<file path="src/rtl/imem_program_encoder.sv">
// imem_program_encoder: packs a valid/ready stream of symbolic MIPS commands
// into 32-bit instruction words and writes them to consecutive instruction-memory
// locations starting at BASE_ADDR, holding the core stalled while loading.
// Optional feature macro: ENC_BRANCH_REL_EN (beq/bne offset computed from an
// absolute target word index instead of taken verbatim from cmd_imm).
module imem_program_encoder #(
    parameter int unsigned DEPTH     = 256,
    parameter logic [31:0] BASE_ADDR = 32'h0000_0000
) (
    input  logic                     clk,
    input  logic                     rst,
    input  logic                     start,
    input  logic                     cmd_valid,
    output logic                     cmd_ready,
    input  logic [3:0]               cmd_kind,
    input  logic [2:0]               cmd_fsel,
    input  logic [4:0]               cmd_rs,
    input  logic [4:0]               cmd_rt,
    input  logic [4:0]               cmd_rd,
    input  logic [4:0]               cmd_shamt,
    input  logic [15:0]              cmd_imm,
    input  logic [25:0]              cmd_target,
    input  logic                     cmd_last,
    output logic                     imem_we,
    output logic [31:0]              imem_addr,
    output logic [31:0]              imem_wdata,
    output logic                     cpu_hold,
    output logic                     done,
    output logic                     err,
    output logic [$clog2(DEPTH):0]   count
);

    localparam int unsigned CW = $clog2(DEPTH) + 1;

    typedef enum logic [1:0] {
        IDLE = 2'd0,
        LOAD = 2'd1,
        DONE = 2'd2
    } state_t;

    state_t      state;
    logic [31:0] wr_ptr;

    logic [5:0]  funct_c;
    logic        shift_op_c;
    logic        illegal_c;
    logic [15:0] br_imm_c;
    logic [31:0] word_c;
    logic        at_cap_c;

    // Encode the presented command into a 32-bit MIPS instruction word.
    always_comb begin
        funct_c    = 6'b100000;
        shift_op_c = 1'b0;
        illegal_c  = 1'b0;
        word_c     = 32'h0000_0000;
        br_imm_c   = cmd_imm;
`ifdef ENC_BRANCH_REL_EN
        // Offset is relative to the instruction after the one being written.
        br_imm_c   = cmd_target[15:0] - (16'(count) + 16'd1);
`endif
        case (cmd_fsel)
            3'd0: funct_c = 6'b100000;
            3'd1: funct_c = 6'b100010;
            3'd2: funct_c = 6'b100100;
            3'd3: funct_c = 6'b100101;
            3'd4: funct_c = 6'b101010;
            3'd5: funct_c = 6'b100111;
            3'd6: begin funct_c = 6'b000000; shift_op_c = 1'b1; end
            3'd7: begin funct_c = 6'b000010; shift_op_c = 1'b1; end
            default: funct_c = 6'b100000;
        endcase
        case (cmd_kind)
            4'd0: word_c = {6'b000000, (shift_op_c ? 5'd0 : cmd_rs), cmd_rt, cmd_rd,
                            (shift_op_c ? cmd_shamt : 5'd0), funct_c};
            4'd1: word_c = {6'b100011, cmd_rs, cmd_rt, cmd_imm};
            4'd2: word_c = {6'b101011, cmd_rs, cmd_rt, cmd_imm};
            4'd3: word_c = {6'b001000, cmd_rs, cmd_rt, cmd_imm};
            4'd4: word_c = {6'b001100, cmd_rs, cmd_rt, cmd_imm};
            4'd5: word_c = {6'b001101, cmd_rs, cmd_rt, cmd_imm};
            4'd6: word_c = {6'b001010, cmd_rs, cmd_rt, cmd_imm};
            4'd7: word_c = {6'b000100, cmd_rs, cmd_rt, br_imm_c};
            4'd8: word_c = {6'b000101, cmd_rs, cmd_rt, br_imm_c};
            4'd9: word_c = {6'b000010, cmd_target};
            default: begin
                word_c    = 32'h0000_0000;
                illegal_c = 1'b1;
            end
        endcase
    end

    // The beat being accepted fills the last free memory word.
    assign at_cap_c = ((count + CW'(1)) == CW'(DEPTH));

    // Session FSM with registered handshake, write port and status outputs.
    always_ff @(posedge clk) begin
        if (rst) begin
            state      <= IDLE;
            cmd_ready  <= 1'b0;
            imem_we    <= 1'b0;
            imem_addr  <= 32'h0000_0000;
            imem_wdata <= 32'h0000_0000;
            cpu_hold   <= 1'b0;
            done       <= 1'b0;
            err        <= 1'b0;
            count      <= '0;
            wr_ptr     <= 32'h0000_0000;
        end else begin
            imem_we <= 1'b0;
            case (state)
                IDLE, DONE: begin
                    if (start) begin
                        state     <= LOAD;
                        cmd_ready <= 1'b1;
                        cpu_hold  <= 1'b1;
                        done      <= 1'b0;
                        err       <= 1'b0;
                        count     <= '0;
                        wr_ptr    <= BASE_ADDR;
                    end else begin
                        cpu_hold  <= 1'b0;
                    end
                end
                LOAD: begin
                    cpu_hold <= 1'b1;
                    if (cmd_valid) begin
                        imem_we    <= 1'b1;
                        imem_addr  <= wr_ptr;
                        imem_wdata <= word_c;
                        wr_ptr     <= wr_ptr + 32'd4;
                        count      <= count + CW'(1);
                        if (illegal_c || (at_cap_c && !cmd_last)) begin
                            err <= 1'b1;
                        end
                        if (cmd_last || at_cap_c) begin
                            state     <= DONE;
                            cmd_ready <= 1'b0;
                            done      <= 1'b1;
                        end
                    end
                end
                default: begin
                    state     <= IDLE;
                    cmd_ready <= 1'b0;
                    done      <= 1'b0;
                    cpu_hold  <= 1'b0;
                end
            endcase
        end
    end

endmodule
</file>
<file path="config.mk">
export PLATFORM = sky130hd
export DESIGN_NAME = imem_program_encoder
export DESIGN_NICKNAME = d
export VERILOG_FILES = /design/src/rtl/imem_program_encoder.sv
export SDC_FILE = /design/constraint.sdc
export NUM_CORES = 1
export LEC_CHECK = 0
export ABC_AREA = 1
export CAP_MARGIN = 20
export CORE_MARGIN = 2
export CORE_UTILIZATION = 51
export CTS_CLUSTER_SIZE = 10
export DETAILED_ROUTE_END_ITERATION = 16
export HOLD_SLACK_MARGIN = 0.1
export PLACE_DENSITY = 0.95
export SYNTH_ARGS = -nofsm -noshare
export SYNTH_HDL_FRONTEND = slang
export SYNTH_SLANG_ARGS = --single-unit
</file>
<file path="constraint.sdc">
create_clock -name clk -period 4.95 [get_ports clk]
set_input_delay 0.7425 -clock clk [delete_from_list [all_inputs] [get_ports clk]]
set_output_delay 0.7425 -clock clk [all_outputs]
set_load 0.01 [all_outputs]
</file>
Word-level counts from Yosys, hierarchy flattened. Cells that the tools add are included.

Bits in registers: 112. Output and inout bits: 78. Word-level logic and storage cells: 82.

Add/sub/neg operators: 2. Eq/ne operators: 23. Multiplexer cells: 30. Bitwise operators: 1. Reductions and logical operators: 16.

Operators with widths (count): 32-bit one-hot mux with 10 select lines (1); 32-bit 2-to-1 mux (2); 32-bit one-hot mux with 2 select lines (1); 6-bit one-hot mux with 8 select lines (1); 32-bit by 3-bit adder with 32-bit output, second input constant (1); 9-bit 2-to-1 mux (2); 9-bit one-hot mux with 2 select lines (1); 4-bit by 3-bit == test with 1-bit output, second input constant (4); 3-bit == test, second input constant (4); 1-bit 2-to-1 mux (12); 5-bit 2-to-1 mux (2); 10-bit OR reduction (1); 9-bit by 1-bit adder with 9-bit output, second input constant (1); 9-bit == test, second input constant (1); 4-bit by 2-bit == test with 1-bit output, second input constant (2); 4-bit == test, second input constant (2); 2-bit inequality test, second input constant (4); 1-bit one-hot mux with 2 select lines (4); 3-bit by 2-bit == test with 1-bit output, second input constant (2); 2-bit 2-to-1 mux (3); 3-bit AND reduction (2); 2-bit OR reduction (3); 4-bit by 1-bit == test with 1-bit output, second input constant (1); 4-bit logical NOT (1); other kinds (13) (14).

Depth between registers and ports, before layout.
Word-level depth: 7. Gate-level depth with buffers: 13. Gate-level depth less buffers: 13.

Worst setup path after synthesis. No wires, ideal clock.

Path type: input-to-reg. From: in cmd_kind[3]. To: reg imem_wdata[0]. Library setup time: 0.070 ns. Arrival: 1.602 ns. Slack: 3.278 ns. Cell stages on the path: 8. Buffers on the path: 0. Path through: nor2_2 > nand2_2 > clkinv_2 > nand2_1 > or2_1 > o211ai_2 > nand2_1 > a21oi_1.

Word-level cells in the longest chain between the ends: 2. Elaborated cells between the ends (all ways): 11. Classes of those cells: eq/ne: 9; mux: 1; reduce/logical: 1.

RTL lines: start, declared (RTL line 15) `input logic [3:0] cmd_kind,`; 4-bit == test (tied with other cells) (RTL line 73) `case (cmd_kind)`; 32-bit one-hot mux with 10 select lines * (RTL line 73); end signal, assigned (RTL line 129) `imem_wdata <= word_c;`; end, declared (RTL line 26) `output logic [31:0] imem_wdata,`.

Every way passes the cells marked *; elsewhere a longest branch is shown, timed or not. A chain may end at the register's enable or synchronous reset.

Worst setup path after layout.
From: in cmd_valid. To: reg imem_addr[19].

Word-level cells in the longest chain between the ends: 1.

RTL lines: start, declared (RTL line 13) `input logic cmd_valid,`; 2-bit AND reduction (no line); end signal, assigned (RTL line 128) `imem_addr <= wr_ptr;`; end, declared (RTL line 25) `output logic [31:0] imem_addr,`.

Every way passes these cells.

==> out/qor.txt <==
Ys Warns - 0
Final period utilization - 0.572
Synth Instances - 702
Seq cells post-synth - 106
Hold path startpoint - imem_addr[11]
Maximum number of pins on one net before global-route repair - 55
Min-delay worst type - reg -> reg
Register area - 0.00212 sq mm
Placed Instances - 955
Fin cells - 971
Synth area leaders - dfxtp_1 (43%), nand2_1 (16%), a21oi_1 (9.3%), inv_1 (4.6%), o21ai_0 (4.3%)
Seq/Total Area, Yosys - 0.428
Post-synth EDFFs - 0
R2R depth - 7
DIE AREA - 0.0105 sq mm
Total number of vias - 5089
CTS Buf Count - 9
Top FF cell, synth - dfxtp_1
R2r setup slk - 2530 ps
CP arrival - 3120 ps
Slowest CP cell - inv_2
Tot GR Track Use - 0.250
TritonCTS clock tree - yes
Core area - 0.00959 sq mm
Width of the die - 103 um
Fill cells - 779
CTS HTree Levels - 3
Via density per instance - 5.24
Initial core utilization - 0.517
Layout area overhead - 33.7%
Fin. Hold Viols - 0
IO Pins - 152
Pre-Repair DR Iteration Count - 5
RSZ-0062 raised after global routing - no
# port buffers - 148
Hold path depth - 2
NetSw - 0.000422 W
CP bufs+invs - 3
Synth unique cells - 50
Crit path max-delay family - buffers and inverters
PwrDens - 241 mW/mm^2
Maximum capacitance violations - 0
WL final - 13.6 mm
Overflow after GRT - 0
Clock sinks - 106
Max incr delay on CP - 730 ps
Synth top area share - 0.428
Area leader, netlist - dfxtp_1
Rel. slew slack - 0.470
Post-DP HPWL - 9.65 mm
Period minus WS final - 2830 ps
CP required - 5240 ps
Crit path kind - in -> reg
Clock Skews - 12.7 ps
Final Core Density - 0.692
Die Ht - 103 um
Most frequent cells in the layout - nand2_1 (205), clkdlybuf4s50_1 (147), dfxtp_1 (106), a21oi_1 (92), inv_1 (61)
Cell internal pwr - 0.00118 W
Worst r2r dst - imem_addr[19]
Num rows - 36
Outcome - finished, final reports clean
Placed inst area - 0.00647 sq mm
Clock tree buffer depth - 2
Mean post-synth cell area - 7.07 sq um
Worst vdd ir - 0.000182 V
Reg clk slew, reported paths - 90 ps
CP Cell Sequence - clkdlybuf4s50_1 -> nand2_4 -> inv_2 -> buf_4 -> o21ai_0 -> a21oi_1
Worst-skew pair later-pin latency - 370 ps
Final ANT Viol Nets - 0
Crit Reg-Reg Startpoint - state[0]
Cell Area, Synth - 0.00496 sq mm
Diodes inserted - 0
Switching Share - 0.264
Clk root buf - clkbuf_8
Maximum clock frequency - 0.353 GHz
Worst Setup Start Kind - input pin
Clock Power Share - 0.293
Post-CTS Setup Repair Bufs - 0
DR DRC count - 0
Lkg Pwr - 2.45 nW
Sequential share of power - 0.557
Synth async-reset ratio - 0
DR WL/cell - 14.0 um
Slew Limit Fails - 0
Combinational power share - 0.151
Multi-input logic area - 0.00243 sq mm
Setup tns final - 0 ps
Least-Margin Pin Slew - 794 ps
First-pass GRT wire length - 21.3 mm
Cts repair resizes - 0
Hold_buf cts - 0
Fin nets - 910
CP endpoint kind - flip-flop
Pwr Total - 0.00160 W
Initial antenna violation count - 0
Ratio of cells with drive above 1 in the final layout - 0.0573
Setup-failing EPs final - 0
Vias in the first global route - 4676
Finished Cell Area - 0.00664 sq mm
Hold Path End - imem_addr[11]
Peak fanout along the critical path - 50
Commonest non-fill, non-tap cell in the layout - nand2_1
GP Congestion - 0.937
Initial drt markers - 300
-- power by group through the flow --
stage | sequential (W) | combinational [W] | clock (W)
after floorplan | 0.000917 | 0.000106 | 0
after global placement | 0.000909 | 0.000235 | 0
after detailed placement | 0.000909 | 0.000239 | 0
after CTS | 0.000890 | 0.000240 | 0.000474
after global routing | 0.000893 | 0.000262 | 0.000516
final | 0.000890 | 0.000241 | 0.000468
-- per-stage QoR --
step / hold slack (ps) / worst slack [ps]
final: 468 / 2120
after global routing: 485 / 1910
after CTS: 469 / 2120
after detailed placement: 455 / 1750
after global placement: 451 / 1850
after floorplan: 450 / 3280
-- worst max path at each step --
stage,from,to,cells after the start
finish,cmd_valid,imem_addr[19],6
global route,cmd_valid,imem_addr[24],6
CTS,cmd_valid,imem_addr[24],6
detailed placement,cmd_valid,imem_addr[25],6
global placement,cmd_valid,imem_addr[30],6
floorplan,cmd_kind[3],imem_wdata[0],8
-- tightest hold or removal path, stage by stage, from the launching register on --
cell,delay (ps)
dfxtp_1,320
nand2_1,60
a21oi_1,50
-- state kept, by name, summed over array words and instances (netlist names) --
name / cells
imem_wdata: 31
err: 1
done: 1
imem_addr: 30
cmd_ready: 1
count: 9
imem_we: 1
cpu_hold: 1
state: 1
wr_ptr: 30
-- cell usage after synthesis (5+ instances only) --
| cell type | count |
|---|---|
| a21oi_1 | 92 |
| a22o_1 | 7 |
| buf_2 | 12 |
| buf_4 | 5 |
| clkbuf_1 | 13 |
| dfxtp_1 | 106 |
| inv_1 | 61 |
| nand2_1 | 205 |
| nand2_2 | 5 |
| nand3_1 | 30 |
| nand4_1 | 9 |
| nor2_1 | 40 |
| nor3_1 | 13 |
| o21ai_0 | 43 |
-- cells by family after synthesis --
kind of cell,share of synthesized area
AND/OR/NAND/NOR,0.293
AO/OA/AOI/OAI,0.184
buffers and inverters,0.0832
XOR/XNOR,0.00353
adder cells (fa/ha/maj),0.00757
flip-flops,0.428
other,0.000756
-- area by class of cell --
cell class / instances / area share
Clock buffer: 11 / 0.0198
Tap cell: 133 / 0.0251
Timing Repair Buffer: 150 / 0.225
Inverter: 68 / 0.0390
Clock inverter: 5 / 0.00471
Sequential cell: 106 / 0.320
Multi-Input combinational cell: 498 / 0.367
-- routing by layer --
metal	wire length (um)	vias to the layer above	track usage
met4	220	0	0.0728
li1	-	2551	-
met5	0	-	0
met1	5700	2303	0.315
met3	1260	26	0.0488
met2	6440	209	0.437
(Power assumes the default switching activity.)
